[src/rtl/serializer_pkg.sv]
// Shared types and sizing helpers for the bit stream serializer slice.
// Latency: none (types and constant functions only).
// Backpressure: not applicable.
package serializer_pkg;

    // Shifter states: waiting for a buffered word, or streaming one out.
    typedef enum logic {
        IDLE  = 1'b0,
        SHIFT = 1'b1
    } ser_state_t;

    // Width of the bit-index counter for a word of the given width.
    function automatic int cnt_w(input int width);
        return (width > 1) ? $clog2(width) : 1;
    endfunction

endpackage

[src/rtl/bit_stream_serializer_if.sv]
// Word-in / bit-out bundle between a word producer and the serializer.
// Latency: none (wires only).
// Backpressure: word_ready from the slave throttles word_valid from the master.
interface bit_stream_serializer_if #(
    parameter int WIDTH = 8
);
    logic [WIDTH-1:0] word_in;
    logic             word_valid;
    logic             word_ready;
    logic             bit_out;
    logic             bit_valid;
    logic             frame_start;
    logic             busy;

    // Word producer side.
    modport master (
        output word_in,
        output word_valid,
        input  word_ready,
        input  bit_out,
        input  bit_valid,
        input  frame_start,
        input  busy
    );

    // Serializer side.
    modport slave (
        input  word_in,
        input  word_valid,
        output word_ready,
        output bit_out,
        output bit_valid,
        output frame_start,
        output busy
    );
endinterface

[src/rtl/word_hold_reg.sv]
// Single-entry word buffer with a full flag; load fills it, take empties it.
// Latency: one cycle from load to dout/full.
// Backpressure: caller must only load while !full (load wins if both strobes are high).
module word_hold_reg #(
    parameter int WIDTH = 8
) (
    input  logic             clk,
    input  logic             rst,
    input  logic             load,
    input  logic             take,
    input  logic [WIDTH-1:0] din,
    output logic [WIDTH-1:0] dout,
    output logic             full
);

    // Occupancy flag: set on load, cleared on take, cleared by reset.
    always_ff @(posedge clk) begin
        if (rst) begin
            full <= 1'b0;
        end else if (load) begin
            full <= 1'b1;
        end else if (take) begin
            full <= 1'b0;
        end
    end

    // Payload capture; contents are don't-care while the flag is clear.
    always_ff @(posedge clk) begin
        if (load) begin
            dout <= din;
        end
    end

endmodule

[src/rtl/bit_stream_serializer.sv]
// Parallel-to-serial converter: one WIDTH-bit word becomes WIDTH consecutive bits.
// Latency: word accepted at edge k shows its first bit after edge k+1.
// Backpressure: word_ready = !buffer_full (0 in reset); back-to-back words stream gapless.
module bit_stream_serializer
    import serializer_pkg::*;
#(
    parameter int   WIDTH     = 8,
    parameter bit   MSB_FIRST = 1'b1,
    parameter logic IDLE_BIT  = 1'b0
) (
    input  logic                   clk,
    input  logic                   rst,
    bit_stream_serializer_if.slave bus
);

    localparam int CW = cnt_w(WIDTH);
    typedef logic [CW-1:0] cnt_t;
    localparam cnt_t LAST = cnt_t'(WIDTH - 1);

    ser_state_t       state_q, state_d;
    logic [WIDTH-1:0] sh_q, sh_d;
    logic [WIDTH-1:0] sh_adv;
    cnt_t             cnt_q, cnt_d;
    logic             bit_out_q, bit_out_d;
    logic             bit_valid_q, bit_valid_d;
    logic             frame_start_q, frame_start_d;

    logic [WIDTH-1:0] buf_dat;
    logic             buf_full;
    logic             accept;
    logic             take;

    // The bit on the wire is always the leading end of the shift register.
    function automatic logic head(input logic [WIDTH-1:0] x);
        return MSB_FIRST ? x[WIDTH-1] : x[0];
    endfunction

    assign bus.word_ready = !buf_full && !rst;
    assign accept         = bus.word_valid && bus.word_ready;
    assign sh_adv         = MSB_FIRST ? (sh_q << 1) : (sh_q >> 1);

    word_hold_reg #(
        .WIDTH (WIDTH)
    ) u_hold (
        .clk  (clk),
        .rst  (rst),
        .load (accept),
        .take (take),
        .din  (bus.word_in),
        .dout (buf_dat),
        .full (buf_full)
    );

    // Next-state logic: load from the buffer when idle or on the last bit, else advance.
    always_comb begin
        state_d       = state_q;
        sh_d          = sh_q;
        cnt_d         = cnt_q;
        bit_out_d     = IDLE_BIT;
        bit_valid_d   = 1'b0;
        frame_start_d = 1'b0;
        take          = 1'b0;

        // Accept needs !buf_full and load needs buf_full, so the two never collide.
        if (buf_full && (state_q == IDLE || cnt_q == LAST)) begin
            take          = 1'b1;
            state_d       = SHIFT;
            sh_d          = buf_dat;
            cnt_d         = '0;
            bit_out_d     = head(buf_dat);
            bit_valid_d   = 1'b1;
            frame_start_d = 1'b1;
        end else if (state_q == SHIFT) begin
            if (cnt_q == LAST) begin
                state_d = IDLE;
                cnt_d   = '0;
            end else begin
                sh_d        = sh_adv;
                cnt_d       = cnt_q + cnt_t'(1);
                bit_out_d   = head(sh_adv);
                bit_valid_d = 1'b1;
            end
        end
    end

    // State, shifter, counter and registered outputs.
    always_ff @(posedge clk) begin
        if (rst) begin
            state_q       <= IDLE;
            sh_q          <= '0;
            cnt_q         <= '0;
            bit_out_q     <= IDLE_BIT;
            bit_valid_q   <= 1'b0;
            frame_start_q <= 1'b0;
        end else begin
            state_q       <= state_d;
            sh_q          <= sh_d;
            cnt_q         <= cnt_d;
            bit_out_q     <= bit_out_d;
            bit_valid_q   <= bit_valid_d;
            frame_start_q <= frame_start_d;
        end
    end

    assign bus.bit_out     = bit_out_q;
    assign bus.bit_valid   = bit_valid_q;
    assign bus.frame_start = frame_start_q;
    assign bus.busy        = (state_q == SHIFT) || buf_full;

endmodule
[src/flat_wrapper.sv]
// flat-port wrapper written by rule: the top's interface ports become plain ports
module bit_stream_serializer_flat import serializer_pkg::*;
#(
    parameter int   WIDTH     = 8,
    parameter bit   MSB_FIRST = 1'b1,
    parameter logic IDLE_BIT  = 1'b0
)
  (clk, rst, bus_word_in, bus_word_valid, bus_word_ready, bus_bit_out, bus_bit_valid, bus_frame_start, bus_busy);
  bit_stream_serializer_if #(.WIDTH(WIDTH)) bus_i ();
  input  logic clk;
  input  logic rst;
  input wire logic [$bits(bus_i.word_in)-1:0] bus_word_in;
  input wire logic [$bits(bus_i.word_valid)-1:0] bus_word_valid;
  output wire logic [$bits(bus_i.word_ready)-1:0] bus_word_ready;
  output wire logic [$bits(bus_i.bit_out)-1:0] bus_bit_out;
  output wire logic [$bits(bus_i.bit_valid)-1:0] bus_bit_valid;
  output wire logic [$bits(bus_i.frame_start)-1:0] bus_frame_start;
  output wire logic [$bits(bus_i.busy)-1:0] bus_busy;
  assign bus_i.word_in = bus_word_in;
  assign bus_i.word_valid = bus_word_valid;
  assign bus_word_ready = bus_i.word_ready;
  assign bus_bit_out = bus_i.bit_out;
  assign bus_bit_valid = bus_i.bit_valid;
  assign bus_frame_start = bus_i.frame_start;
  assign bus_busy = bus_i.busy;
  bit_stream_serializer #(.WIDTH(WIDTH), .MSB_FIRST(MSB_FIRST), .IDLE_BIT(IDLE_BIT)) u_core (.clk(clk), .rst(rst), .bus(bus_i));
endmodule
[config.mk]
export PLATFORM = sky130hd
export DESIGN_NAME = bit_stream_serializer_flat
export DESIGN_NICKNAME = d
export VERILOG_FILES = /design/src/rtl/serializer_pkg.sv /design/src/rtl/bit_stream_serializer_if.sv /design/src/rtl/word_hold_reg.sv /design/src/rtl/bit_stream_serializer.sv /design/src/flat_wrapper.sv
export SDC_FILE = /design/constraint.sdc
export NUM_CORES = 1
export LEC_CHECK = 0
export CAP_MARGIN = 20
export CORE_MARGIN = 2
export CORE_UTILIZATION = 35
export DETAILED_ROUTE_END_ITERATION = 10
export GPL_TIMING_DRIVEN = 0
export PLACE_DENSITY = 0.63
export SYNTH_ARGS = -nofsm -noshare
export SYNTH_HDL_FRONTEND = slang
export SYNTH_SLANG_ARGS = --single-unit
[constraint.sdc]
create_clock -name clk -period 1.5 [get_ports clk]
set_clock_uncertainty 0.1 [all_clocks]
set_input_delay 0.3 -clock clk [delete_from_list [all_inputs] [get_ports clk]]
set_output_delay 0.3 -clock clk [all_outputs]
set_load 0.05 [all_outputs]
==> results.md <==
* Outcome: complete, but fails checks
* Failing checks: setup timing
* Setup ws final at -0.0206 ns
* Cell row count at 17
* R2R depth at 5
* Num CTS Buffers at 3
* Root Driver: clkbuf_4
* Initial antenna violation count at 0
* Final TNS setup at -0.0206 ns
* Initial DRC count at 11
* Worst setup path class: flip-flop to output port
* Port Buffers at 15
* Worst-path fanout max at 8
* Tmin final at around 1.5 ns
* Avg Inst Size Synth at 12.3 µm²
* Clk slew on worst S/H paths at roughly 0.12 ns
* Clock sinks at 22
* Hold-fix buffers, CTS at 0
* Synthesis-to-finish area growth at 36.4%
* Most frequent cells in the layout: nor2_1 (12), dfxtp_1 (11), mux2i_1 (9), clkdlybuf4s50_1 (9)
* Sequential area share after synthesis at 0.615
* Ranking of synthesized cells by area: dfxtp_1 (33%), edfxtp_1 (28%), mux2i_1 (11%), nor2_1 (6.2%), a211oi_1 (5.3%)
* Clock latency on the worst-skew pair at a little over 0.3 ns
* Measured slew at the worst slew-check pin at 0.422 ns
* H-Tree Depth at 1
* DRT Pass-1 Iters at 4
* Vias in the first global route at roughly 530
* Power Dens Cells at 1150 mW/mm²
* Synth Register Bits at 22
* I/O Pins at 16
* Die ar. at 0.00283 mm²
* RSZ-0062 raised after global routing: yes
* Core area at 0.00225 mm²
* Yosys warns at 0
* Routed wire length at around 1500 µm
* Max Buffers Root-to-Sink at 2
* Vias post-DR at 573
* Number of nets with antenna violations after routing at 0
* Crit path required time at between 1 and 1.5 ns
* Die Wd at between 50 and 60 µm
* Synth area leader: dfxtp_1
* Share of the synthesized area in the top cell type at 0.331
* Slew HR at 0.718
* Worst path arrival time at 1.12 ns
* Die Y at 53.2 µm
* Final RePlAce weighted congestion at 0.662
* Slew Limit Fails at 0
* Hold Crit Depth at 2
* CTS tree: done
* Peak supply drop at ~0.64 mV
* Pleak at around 0.45 nW
* Final #Nets at ~110
* CP Capture Type: output port
* FMAX at about 660 MHz
* Overall power at around 1.3 mW
* DP HPWL at just over 1000 µm
* Period utilization at 1.01
* Synthesized Nets at slightly above 80
* Vias per inst at about 4.7
* Total of max-cap violations at 0
* Commonest non-fill, non-tap cell in the layout: nor2_1
* Gr usage total at 0.123
* Layout cell share with drive strength beyond 1 at 0.280
* Fin. Hold Viols at 0
* Number of remaining DRC errors at 0
* CP Launch Type: flip-flop
* Avg WL per Cell at around 12 µm
* Grt total ovfl at 0
* Cell count after synthesis at 69
* Largest net degree at the start of global routing at 14
* Library cells used by synthesis at 21
* Final setup violation count at 1
* Netlist Area Pre-Place at ~850 µm²
* Antenna cells at 0
* First-pass GRT wire length at around 2400 µm
* Hold Crit Class: primary input to flip-flop
* Initial Util at 0.375
## through the flow
stage | cell area (µm²) | instances | utilization | hold slack [ns] | worst slack (ns)
floorplan | 857 | 69 | - | 0.273 | 0.0317
global placement | 1040 | 112 | 0.462 | 0.361 | -0.708
detailed placement | 1040 | 112 | 0.462 | 0.367 | -0.719
CTS | 1100 | 116 | 0.488 | 0.346 | -0.0824
global route | 1150 | 121 | 0.512 | 0.364 | -0.0739
finish | 1150 | 121 | 0.512 | 0.348 | -0.0206
## critical path: stages, from the launching register on
cell	delay, ns
dfxtp_4	0.40
buf_12	0.14
nor2_4	0.12
buf_8	0.15
## flip-flops by register name, indices dropped and copies added (netlist names)
signal                  flops
u_core.u_hold.dout          8
u_core.bus.frame_start      1
u_core.bus.bit_out          1
u_core.cnt_q                3
u_core.sh_q                 7
u_core.u_hold.full          1
u_core.state_q              1
## per-layer routing
metal | vias up | wire length (µm) | track usage
met5 | - | 0 | 0
met3 | 4 | 68 | 0.0339
met4 | 0 | 27 | 0.0769
met1 | 261 | 677 | 0.148
li1 | 293 | - | -
met2 | 15 | 719 | 0.192
## report_power, final
group / switching [mW] / internal [mW] / total [mW]
logic: 0.0998 / 0.0968 / 0.197
registers: 0.0231 / 0.655 / 0.678
clock network: 0.179 / 0.270 / 0.449
total: 0.302 / 1.02 / 1.32
## repair_timing
| item | in CTS | in global routing |
|---|---|---|
| cloned | 0 | 0 |
| setup endpoints to repair | 12 | 11 |
| pin swaps | 0 | 1 |
| gates resized for setup | 28 | 7 |
| buffers inserted | 0 | 7 |
## path summary, 6_finish.rpt
kind	from	slack (ns)	endpoint
setup / recovery	u_core.u_hold.full$_SDFFE_PP0P_	-0.02	bus_word_ready
hold / removal	rst	0.35	u_core.sh_q[6]$_SDFFE_PP0P_
setup reg to reg	u_core.cnt_q[0]$_SDFFE_PP0P_	0.10	u_core.bus.bit_out$_SDFF_PP0_
hold reg to reg	u_core.sh_q[6]$_SDFFE_PP0P_	0.39	u_core.bus.bit_out$_SDFF_PP0_
## logic make-up (layout without fill, tap and decap cells)
logic type / count (synthesis) / count (layout) / synth area share
flops: 22 / 22 / 0.615
simple gates: 22 / 22 / 0.115
compound gates: 9 / 9 / 0.0784
mux: 9 / 9 / 0.107
buf+inv: 5 / 29 / 0.0547
fa+ha+maj: 2 / 2 / 0.0296
## synth_stat cells (all sizes together)
cell	number
dfxtp	14
a32oi	1
ha	2
nor3	1
mux2i	9
nor2	14
a211oi	6
a22oi	1
buf	3
nand2	2
nor3b	1
a21oi	1
clkbuf	1
nand2b	1
edfxtp	8
nand3	1
and2	1
inv	1
and2b	1
## final cells by class
type / instances / area [µm²]
fill: 218 / 1100
sequential: 22 / 529
multi-input combinational: 42 / 308
timing repair buffer: 22 / 201
tap: 28 / 35.0
clock inverter: 1 / 30.0
buffer: 2 / 23.8
clock buffer: 3 / 22.5
inverter: 1 / 3.75
Power figures use the tool's default switching activity.
